--- src/rtl/mc_ctrl_fsm_if.sv ---
// Control bundle between the multicycle control FSM, the datapath and the
// variable-latency functional unit.
interface mc_ctrl_fsm_if #(
    parameter int CNT_W = 32
);
    // Decoded instruction fields and functional-unit handshake
    logic [1:0]       Op;
    logic [5:0]       Funct;
    logic             MultiCycle;
    logic             LongMul;
    logic             NoWrite;
    logic             ExDone;

    // Datapath controls
    logic             IRWrite;
    logic             AdrSrc;
    logic             ALUSrcA;
    logic             NextPC;
    logic             RegW;
    logic             MemW;
    logic             Branch;
    logic             ALUOp;
    logic             RegWHi;
    logic [1:0]       ALUSrcB;
    logic [1:0]       ResultSrc;
    logic             ExStart;
    logic             Busy;
    logic             Halted;
    logic [CNT_W-1:0] InstrCount;

    modport master (
        input  Op, Funct, MultiCycle, LongMul, NoWrite, ExDone,
        output IRWrite, AdrSrc, ALUSrcA, NextPC, RegW, MemW, Branch, ALUOp,
               RegWHi, ALUSrcB, ResultSrc, ExStart, Busy, Halted, InstrCount
    );

    modport slave (
        output Op, Funct, MultiCycle, LongMul, NoWrite, ExDone,
        input  IRWrite, AdrSrc, ALUSrcA, NextPC, RegW, MemW, Branch, ALUOp,
               RegWHi, ALUSrcB, ResultSrc, ExStart, Busy, Halted, InstrCount
    );
endinterface

--- src/rtl/mc_ctrl_fsm.sv ---
// Multicycle control FSM: fetch/decode/execute/memory/writeback sequencing with
// a variable-latency execute handshake, watchdog trap and retired-instruction count.
module mc_ctrl_fsm #(
    parameter int TIMEOUT        = 255,
    parameter int HI_WB_SEPARATE = 1,
    parameter int CNT_W          = 32
) (
    input  logic          clk,
    input  logic          reset,
    mc_ctrl_fsm_if.master ctrl
);
    localparam int WAIT_W = (TIMEOUT < 2) ? 1 : $clog2(TIMEOUT);
    localparam bit WD_ON  = (TIMEOUT != 0);
    localparam bit HI_SEP = (HI_WB_SEPARATE != 0);
    localparam logic [WAIT_W-1:0] WAIT_LAST = WAIT_W'(WD_ON ? TIMEOUT - 1 : 0);

    typedef enum logic [3:0] {
        S_FETCH,
        S_DECODE,
        S_MEMADR,
        S_MEMREAD,
        S_MEMWB,
        S_MEMWRITE,
        S_EXECR,
        S_EXECI,
        S_EXWAIT,
        S_ALUWB,
        S_ALUWBHI,
        S_BRANCH,
        S_TRAP
    } state_t;

    state_t            state;
    state_t            next_state;
    logic [WAIT_W-1:0] wait_cnt;
    logic              imm_q;
    logic [CNT_W-1:0]  instr_count;
    logic              wd_expire;

    // A result arriving in the last allowed cycle beats the watchdog.
    assign wd_expire = WD_ON && (wait_cnt == WAIT_LAST) && !ctrl.ExDone;

    // NOTE: sequential state uses non-blocking assignments so every register
    // samples pre-edge values regardless of process evaluation order.
    always_ff @(posedge clk or posedge reset) begin
        if (reset) begin
            state <= S_FETCH;
        end else begin
            state <= next_state;
        end
    end

    // Holding the counter at zero outside EXWAIT clears it on every entry.
    always_ff @(posedge clk or posedge reset) begin
        if (reset) begin
            wait_cnt <= '0;
        end else if (state != S_EXWAIT) begin
            wait_cnt <= '0;
        end else if (!ctrl.ExDone) begin
            wait_cnt <= wait_cnt + 1'b1;
        end
    end

    // I bit captured at execute so EXWAIT keeps the same ALUSrcB selection.
    always_ff @(posedge clk or posedge reset) begin
        if (reset) begin
            imm_q <= 1'b0;
        end else if (state == S_EXECR || state == S_EXECI) begin
            imm_q <= (state == S_EXECI);
        end
    end

    always_ff @(posedge clk or posedge reset) begin
        if (reset) begin
            instr_count <= '0;
        end else if (next_state == S_FETCH && state != S_FETCH) begin
            instr_count <= instr_count + 1'b1;
        end
    end

    assign ctrl.InstrCount = instr_count;

    // NOTE: every output and next_state gets a default before the case so no
    // path through the block can leave a value unassigned and infer a latch.
    always_comb begin
        next_state     = state;
        ctrl.IRWrite   = 1'b0;
        ctrl.AdrSrc    = 1'b0;
        ctrl.ALUSrcA   = 1'b0;
        ctrl.NextPC    = 1'b0;
        ctrl.RegW      = 1'b0;
        ctrl.MemW      = 1'b0;
        ctrl.Branch    = 1'b0;
        ctrl.ALUOp     = 1'b0;
        ctrl.RegWHi    = 1'b0;
        ctrl.ALUSrcB   = 2'b00;
        ctrl.ResultSrc = 2'b00;
        ctrl.ExStart   = 1'b0;
        ctrl.Busy      = 1'b0;
        ctrl.Halted    = 1'b0;

        case (state)
            S_FETCH: begin
                ctrl.IRWrite   = 1'b1;
                ctrl.NextPC    = 1'b1;
                ctrl.ALUSrcA   = 1'b1;
                ctrl.ALUSrcB   = 2'b10;
                ctrl.ResultSrc = 2'b10;
                next_state     = S_DECODE;
            end

            S_DECODE: begin
                ctrl.ALUSrcA   = 1'b1;
                ctrl.ALUSrcB   = 2'b10;
                ctrl.ResultSrc = 2'b10;
                case (ctrl.Op)
                    2'b00:   next_state = ctrl.Funct[5] ? S_EXECI : S_EXECR;
                    2'b01:   next_state = S_MEMADR;
                    2'b10:   next_state = S_BRANCH;
                    default: next_state = S_TRAP;
                endcase
            end

            S_MEMADR: begin
                ctrl.ALUSrcB = 2'b01;
                next_state   = ctrl.Funct[0] ? S_MEMREAD : S_MEMWRITE;
            end

            S_MEMREAD: begin
                ctrl.AdrSrc = 1'b1;
                next_state  = S_MEMWB;
            end

            S_MEMWB: begin
                ctrl.ResultSrc = 2'b01;
                ctrl.RegW      = 1'b1;
                next_state     = S_FETCH;
            end

            S_MEMWRITE: begin
                ctrl.AdrSrc = 1'b1;
                ctrl.MemW   = 1'b1;
                next_state  = S_FETCH;
            end

            S_EXECR, S_EXECI: begin
                ctrl.ALUOp   = 1'b1;
                ctrl.ALUSrcB = (state == S_EXECI) ? 2'b01 : 2'b00;
                if (ctrl.MultiCycle) begin
                    ctrl.ExStart = 1'b1;
                    next_state   = S_EXWAIT;
                end else if (ctrl.NoWrite) begin
                    next_state = S_FETCH;
                end else begin
                    next_state = S_ALUWB;
                end
            end

            S_EXWAIT: begin
                ctrl.ALUOp   = 1'b1;
                ctrl.ALUSrcB = {1'b0, imm_q};
                ctrl.Busy    = 1'b1;
                if (ctrl.ExDone) begin
                    next_state = ctrl.NoWrite ? S_FETCH : S_ALUWB;
                end else if (wd_expire) begin
                    next_state = S_TRAP;
                end
            end

            S_ALUWB: begin
                ctrl.RegW      = 1'b1;
                ctrl.ResultSrc = 2'b00;
                ctrl.RegWHi    = !HI_SEP && ctrl.LongMul;
                next_state     = (HI_SEP && ctrl.LongMul) ? S_ALUWBHI : S_FETCH;
            end

            S_ALUWBHI: begin
                ctrl.RegWHi = 1'b1;
                next_state  = S_FETCH;
            end

            S_BRANCH: begin
                ctrl.ALUSrcB   = 2'b01;
                ctrl.ResultSrc = 2'b10;
                ctrl.Branch    = 1'b1;
                next_state     = S_FETCH;
            end

            S_TRAP: begin
                ctrl.Halted = 1'b1;
                next_state  = S_TRAP;
            end

            default: begin
                next_state = S_FETCH;
            end
        endcase
    end
endmodule

--- src/flat_wrapper.sv ---
// flat-port wrapper written by rule: the top's interface ports become plain ports
module mc_ctrl_fsm_flat 
#(
    parameter int TIMEOUT        = 255,
    parameter int HI_WB_SEPARATE = 1,
    parameter int CNT_W          = 32
)
  (clk, reset, ctrl_Op, ctrl_Funct, ctrl_MultiCycle, ctrl_LongMul, ctrl_NoWrite, ctrl_ExDone, ctrl_IRWrite, ctrl_AdrSrc, ctrl_ALUSrcA, ctrl_NextPC, ctrl_RegW, ctrl_MemW, ctrl_Branch, ctrl_ALUOp, ctrl_RegWHi, ctrl_ALUSrcB, ctrl_ResultSrc, ctrl_ExStart, ctrl_Busy, ctrl_Halted, ctrl_InstrCount);
  mc_ctrl_fsm_if #(.CNT_W(CNT_W)) ctrl_i ();
  input  logic clk;
  input  logic reset;
  input wire logic [$bits(ctrl_i.Op)-1:0] ctrl_Op;
  input wire logic [$bits(ctrl_i.Funct)-1:0] ctrl_Funct;
  input wire logic [$bits(ctrl_i.MultiCycle)-1:0] ctrl_MultiCycle;
  input wire logic [$bits(ctrl_i.LongMul)-1:0] ctrl_LongMul;
  input wire logic [$bits(ctrl_i.NoWrite)-1:0] ctrl_NoWrite;
  input wire logic [$bits(ctrl_i.ExDone)-1:0] ctrl_ExDone;
  output wire logic [$bits(ctrl_i.IRWrite)-1:0] ctrl_IRWrite;
  output wire logic [$bits(ctrl_i.AdrSrc)-1:0] ctrl_AdrSrc;
  output wire logic [$bits(ctrl_i.ALUSrcA)-1:0] ctrl_ALUSrcA;
  output wire logic [$bits(ctrl_i.NextPC)-1:0] ctrl_NextPC;
  output wire logic [$bits(ctrl_i.RegW)-1:0] ctrl_RegW;
  output wire logic [$bits(ctrl_i.MemW)-1:0] ctrl_MemW;
  output wire logic [$bits(ctrl_i.Branch)-1:0] ctrl_Branch;
  output wire logic [$bits(ctrl_i.ALUOp)-1:0] ctrl_ALUOp;
  output wire logic [$bits(ctrl_i.RegWHi)-1:0] ctrl_RegWHi;
  output wire logic [$bits(ctrl_i.ALUSrcB)-1:0] ctrl_ALUSrcB;
  output wire logic [$bits(ctrl_i.ResultSrc)-1:0] ctrl_ResultSrc;
  output wire logic [$bits(ctrl_i.ExStart)-1:0] ctrl_ExStart;
  output wire logic [$bits(ctrl_i.Busy)-1:0] ctrl_Busy;
  output wire logic [$bits(ctrl_i.Halted)-1:0] ctrl_Halted;
  output wire logic [$bits(ctrl_i.InstrCount)-1:0] ctrl_InstrCount;
  assign ctrl_i.Op = ctrl_Op;
  assign ctrl_i.Funct = ctrl_Funct;
  assign ctrl_i.MultiCycle = ctrl_MultiCycle;
  assign ctrl_i.LongMul = ctrl_LongMul;
  assign ctrl_i.NoWrite = ctrl_NoWrite;
  assign ctrl_i.ExDone = ctrl_ExDone;
  assign ctrl_IRWrite = ctrl_i.IRWrite;
  assign ctrl_AdrSrc = ctrl_i.AdrSrc;
  assign ctrl_ALUSrcA = ctrl_i.ALUSrcA;
  assign ctrl_NextPC = ctrl_i.NextPC;
  assign ctrl_RegW = ctrl_i.RegW;
  assign ctrl_MemW = ctrl_i.MemW;
  assign ctrl_Branch = ctrl_i.Branch;
  assign ctrl_ALUOp = ctrl_i.ALUOp;
  assign ctrl_RegWHi = ctrl_i.RegWHi;
  assign ctrl_ALUSrcB = ctrl_i.ALUSrcB;
  assign ctrl_ResultSrc = ctrl_i.ResultSrc;
  assign ctrl_ExStart = ctrl_i.ExStart;
  assign ctrl_Busy = ctrl_i.Busy;
  assign ctrl_Halted = ctrl_i.Halted;
  assign ctrl_InstrCount = ctrl_i.InstrCount;
  mc_ctrl_fsm #(.TIMEOUT(TIMEOUT), .HI_WB_SEPARATE(HI_WB_SEPARATE), .CNT_W(CNT_W)) u_core (.clk(clk), .reset(reset), .ctrl(ctrl_i));
endmodule
--- config.mk ---
export PLATFORM = sky130hd
export DESIGN_NAME = mc_ctrl_fsm_flat
export DESIGN_NICKNAME = d
export VERILOG_FILES = /design/src/rtl/mc_ctrl_fsm_if.sv /design/src/rtl/mc_ctrl_fsm.sv /design/src/flat_wrapper.sv
export SDC_FILE = /design/constraint.sdc
export NUM_CORES = 1
export LEC_CHECK = 0
export CAP_MARGIN = 20
export CORE_MARGIN = 5
export CORE_UTILIZATION = 40
export CTS_CLUSTER_SIZE = 16
export DETAILED_ROUTE_END_ITERATION = 10
export PLACE_DENSITY = 0.67
export SYNTH_ARGS = -nofsm -noshare
export SYNTH_HDL_FRONTEND = slang
export SYNTH_SLANG_ARGS = --single-unit
--- constraint.sdc ---
create_clock -name clk -period 2.24 [get_ports clk]
set_input_delay 0.224 -clock clk [delete_from_list [all_inputs] [get_ports clk]]
set_output_delay 0.224 -clock clk [all_outputs]
set_load 0.02 [all_outputs]
==> impl.org <==
** Clocking
- Hold repair after CTS inserted 0 buffers.
- CTS H-Tree Depth :: 2
- TritonCTS built the clock tree.
- Clock transition at path regs :: around 0.080 ns
- The tree is rooted in a clkbuf_8.
- The clock net in this run drives a total of 45 sinks.
- Counting the buffers created by CTS gives 5.
- The longest clock path from root to sink contains 2 buffers.
- The later pin in the worst-skew pair is clocked with a latency of ~0.29 ns.

** Worst setup path
- Total number of cells along the worst setup path :: 7
- Timing startpoint of the critical path :: u_core.state[0]
- In this run the critical register-to-register path is launched from u_core.state[0].
- Crit-path cells :: or4b_4, nor3_2, a211o_1, nor4_4, buf_4, buf_6, mux2_2
- Among all stages on the critical path, the largest delay is contributed by or4b_4.
- The critical path is of the reg2reg type.
- Buffering stage count on the worst path with inverters included :: 2
- CP Launch Type :: flip-flop
- Worst path required time :: between 2 and 2.5 ns
- R2R Setup Slk :: 0.09 ns
- Data on the critical path arrives at its endpoint at 2.32 ns.
- Grouping stages by cell kind, the critical path spends the most delay in simple AND/OR/NAND/NOR gates.
- Of all nets on the critical path, the largest fanout is 10.
- The worst register-to-register path has a depth of 7.
- The worst setup path is captured at a flip-flop.
- FF-to-FF End :: u_core.ctrl.InstrCount[1]
- The largest single stage delay on the critical path is 0.53 ns.
- Crit path capture :: u_core.ctrl.InstrCount[1]

** Final layout
- The number of antenna diodes in the final layout is 0.
- After routing the design area is 3316 um2.
- In the layout the commonest cells are clkdlybuf4s50_1 (46), dfrtp_1 (44), xnor2_1 (32), buf_4 (19), nand3_1 (18).
- Cells fill between 50 and 60% of the core in the end.
- Across the whole layout, storage elements account for 1127 um2.
- Area growth from synthesis to layout :: 36.46%
- Leaving out fill and tap cells, the most frequent cell in the layout is clkdlybuf4s50_1.
- Count of placed standard cells in the final layout, fillers left out :: 392
- The multi-input combinational cells in the finished layout cover a total of 1205 um2.
- For this run, the post-layout net count is 336.
- Fill cell count :: 533
- Of the cells placed in the final design, the portion with a size suffix greater than 1 is 12.93%.

** Drt
- For this run, design rule violations remaining after detail routing come to 0.
- Once detail routing completed, the nets flagged for antenna violations numbered 0.
- After detailed routing, the number of vias per cell comes to a little over 5.
- Number of vias in the routed layout :: 2007
- After detailed routing, the average wire length per cell comes to 14.27 um.
- The first TritonRoute pass finished after 4 iterations.
- Detailed Route Iter0 Violations :: 79
- The final layout contains routed wiring with a total length of roughly 5600 um.

** Logic synthesis
- Post-Synthesis Cells :: 242
- Summing every instance area after synthesis gives 2430 um2.
- Commonest register cell after synthesis :: dfrtp_1
- Synthesis inferred 45 register bits.
- Summing the areas of all compound-gate instances in the mapped netlist gives ~5.7% of the synthesized area.
- Mux cell area share after synthesis :: 0.8754%
- Each instance of the synthesized netlist takes up on average around 10 um2.
- The number of nets handed over by synthesis was between 200 and 300.
- Counting flops with an async set or reset pin after synthesis yields a share of 100.0%.
- During synthesis, Yosys emitted a total of 0 warnings.
- Xor/xnor cell area share of the yosys netlist :: around an eighth
- Share of synthesized area occupied by flip-flops and latches :: between 40% and 50%
- Adder and majority gate portion of the synthesized area :: 3.090%
- Area fraction in and, or, nand and nor cells after synthesis :: 26.21%
- Post-synthesis cell type count :: 41
- Number of enable-type register cells in the synthesized netlist :: 0
- Largest family of logic cells by synthesized area :: simple AND/OR/NAND/NOR gates

** Power and ir drop
- In this run, the clock network consumes 15.3% of the power.
- Maximum vdd drop :: 415.8 uV
- Combinational logic is responsible for between 50 and 60% of the overall power.
- Internal power comes to 1.860 mW.
- Net switching fraction of the power :: 39.58%
- The completed layout was analyzed and its total power is 3.078 mW.
- Switching component of the power :: 1.218 mW
- Pwr per Cell Area :: 928.4 nW/um2
- Summed over all cells, the static leakage comes to 1.495 nW.
- Of the total power, registers draw 33.1%.

** Placed design
- Post-DP Area :: 3171 um2
- Placed cells :: 379
- Worst setup slack after placement :: -0.4181 ns
- Number of buffers inserted by port buffering :: 57
- At the end of routability-driven placement, the weighted congestion stood at 0.7669.
- The HPWL after detailed placement is between 4000 and 5000 um.

** Status
- Status :: completed

** Global routing
- For this run, global-route usage on met2 was measured as 24.38%.
- Maximum number of pins on one net before global-route repair :: 24
- met2 is the most crowded layer.
- The first global-routing pass estimated 9032 um of wire.
- For this run, the total global-route usage over all layers was measured as 14.52%.
- Met1 track demand over resource in global routing :: 19.89%
- The number of global-route vias before repair was 1886.
- The initial antenna violation count was 0.
- Global routing used 2.352% of the available met3 tracks.
- Congestion Overflow GR :: 0

** Die
- The core region is 5921 um2.
- For this configuration, the core starts out at a cell density of around two fifths.
- Height of the die :: a little under 90 um
- During I/O placement, the number of pins put on the boundary was between 60 and 70.
- The die is 87.94 um wide.
- Row Count :: 28
- Die Footprint :: 7733 um2

** STA
- For the pin with the worst max-slew slack, the measured transition is 0.5000 ns.
- Hold slack :: around 0.27 ns
- Clock Skew :: 0.009315 ns
- Min cycle time layout :: 2.153 ns
- The number of hold violations in the final report came to 0.
- Setup violations remaining at the end of the flow were counted as 0.
- Across all setup checks in the final design, the least slack found is 0.08720 ns.
- For this run, the top clock speed supported by timing is 464.5 MHz.
- Final-layout setup total negative slack :: 0 ns
- Fin. max-slew vios :: 0
- After layout, the worst path uses 96.11% of the clock period.
- Headroom to the max-slew limit :: roughly two thirds

** Hold path
- Hold/Removal Path Class :: in2async

** Run
- Max-cap violations in this run came to 0.
[worst min path at each step]
stage                                           from                    endpoint  slack [ns]
after floorplan                         ctrl_LongMul             u_core.state[1]        0.38
after global placement                  u_core.imm_q                u_core.imm_q        0.47
after detailed placement  u_core.ctrl.InstrCount[31]  u_core.ctrl.InstrCount[31]        0.48
after CTS                                      reset          u_core.wait_cnt[0]        0.28
after global routing                           reset          u_core.wait_cnt[3]        0.33
final                                          reset  u_core.ctrl.InstrCount[23]        0.27
[layer usage]
| layer | part of all wire [%] | wire length, um |
|---|---|---|
| met5 | 0 | 0 |
| met4 | 0.61 | 34 |
| met3 | 3.6 | 199 |
| met2 | 50 | 2778 |
| met1 | 46 | 2583 |
[repair_timing]
action	in CTS	in global routing
pin swaps	1	1
setup endpoints to repair	32	30
cloned	2	0
buffers inserted	1	2
gates resized for setup	10	10
[worst reg2reg max path, cell delays in order, from the launching register on]
cell and delay, ns:
dfrtp_2 0.47, or4b_4 0.53, nor3_2 0.24, a211o_1 0.18, nor4_4 0.06, buf_4 0.16
buf_6 0.14, mux2_2 0.27
[state kept, by name, indices dropped and copies added, names as in the netlist]
name / flops
u_core.wait_cnt: 8
u_core.state: 4
u_core.ctrl.InstrCount: 32
u_core.imm_q: 1
[final cells by class]
type	instances	area share (%)
Sequential cell	45	34.00
Clock buffer	6	2.189
Clock inverter	2	0.3019
Timing Repair Buffer	81	23.43
Multi-Input combinational cell	175	36.34
Tap cell	75	2.830
Inverter	8	0.9057
[synthesized netlist by cell type (all sizes together), types with 3 or more instances]
| cell type | n | share of area, % |
|---|---|---|
| buf | 10 | 2.6 |
| o21ai | 5 | 1.0 |
| nor2b | 5 | 1.3 |
| clkbuf | 4 | 0.62 |
| and3 | 10 | 2.6 |
| ha | 6 | 3.1 |
| o22ai | 3 | 0.77 |
| nand3 | 18 | 3.7 |
| nor3 | 4 | 1.0 |
| nand2 | 11 | 1.7 |
| nand4 | 16 | 4.1 |
| nor2 | 17 | 2.6 |
| xor2 | 5 | 1.8 |
| inv | 8 | 1.2 |
| xnor2 | 32 | 12 |
| and2 | 5 | 1.3 |
| nand2b | 5 | 1.3 |
| a21oi | 5 | 1.0 |
| and4 | 4 | 1.4 |
| dfrtp | 45 | 46 |
| nor3b | 3 | 0.93 |
[power by group through the flow]
stage	combinational (mW)	sequential (mW)	clock, mW
6_report	1.59	1.02	0.471
5_1_grt	1.71	1.04	0.521
4_1_cts	1.56	1.02	0.492
3_5_place_dp	1.47	1.03	0
3_3_place_gp	1.45	1.03	0
2_1_floorplan	0.905	1.07	0
[logic make-up after synthesis]
| kind of cell | after synthesis |
|---|---|
| buffers and inverters | 22 |
| adder cells (fa/ha/maj) | 6 |
| flip-flops | 45 |
| AND/OR/NAND/NOR | 109 |
| multiplexers | 2 |
| XOR/XNOR | 37 |
| AO/OA/AOI/OAI | 21 |
(Power assumes the default switching activity.)
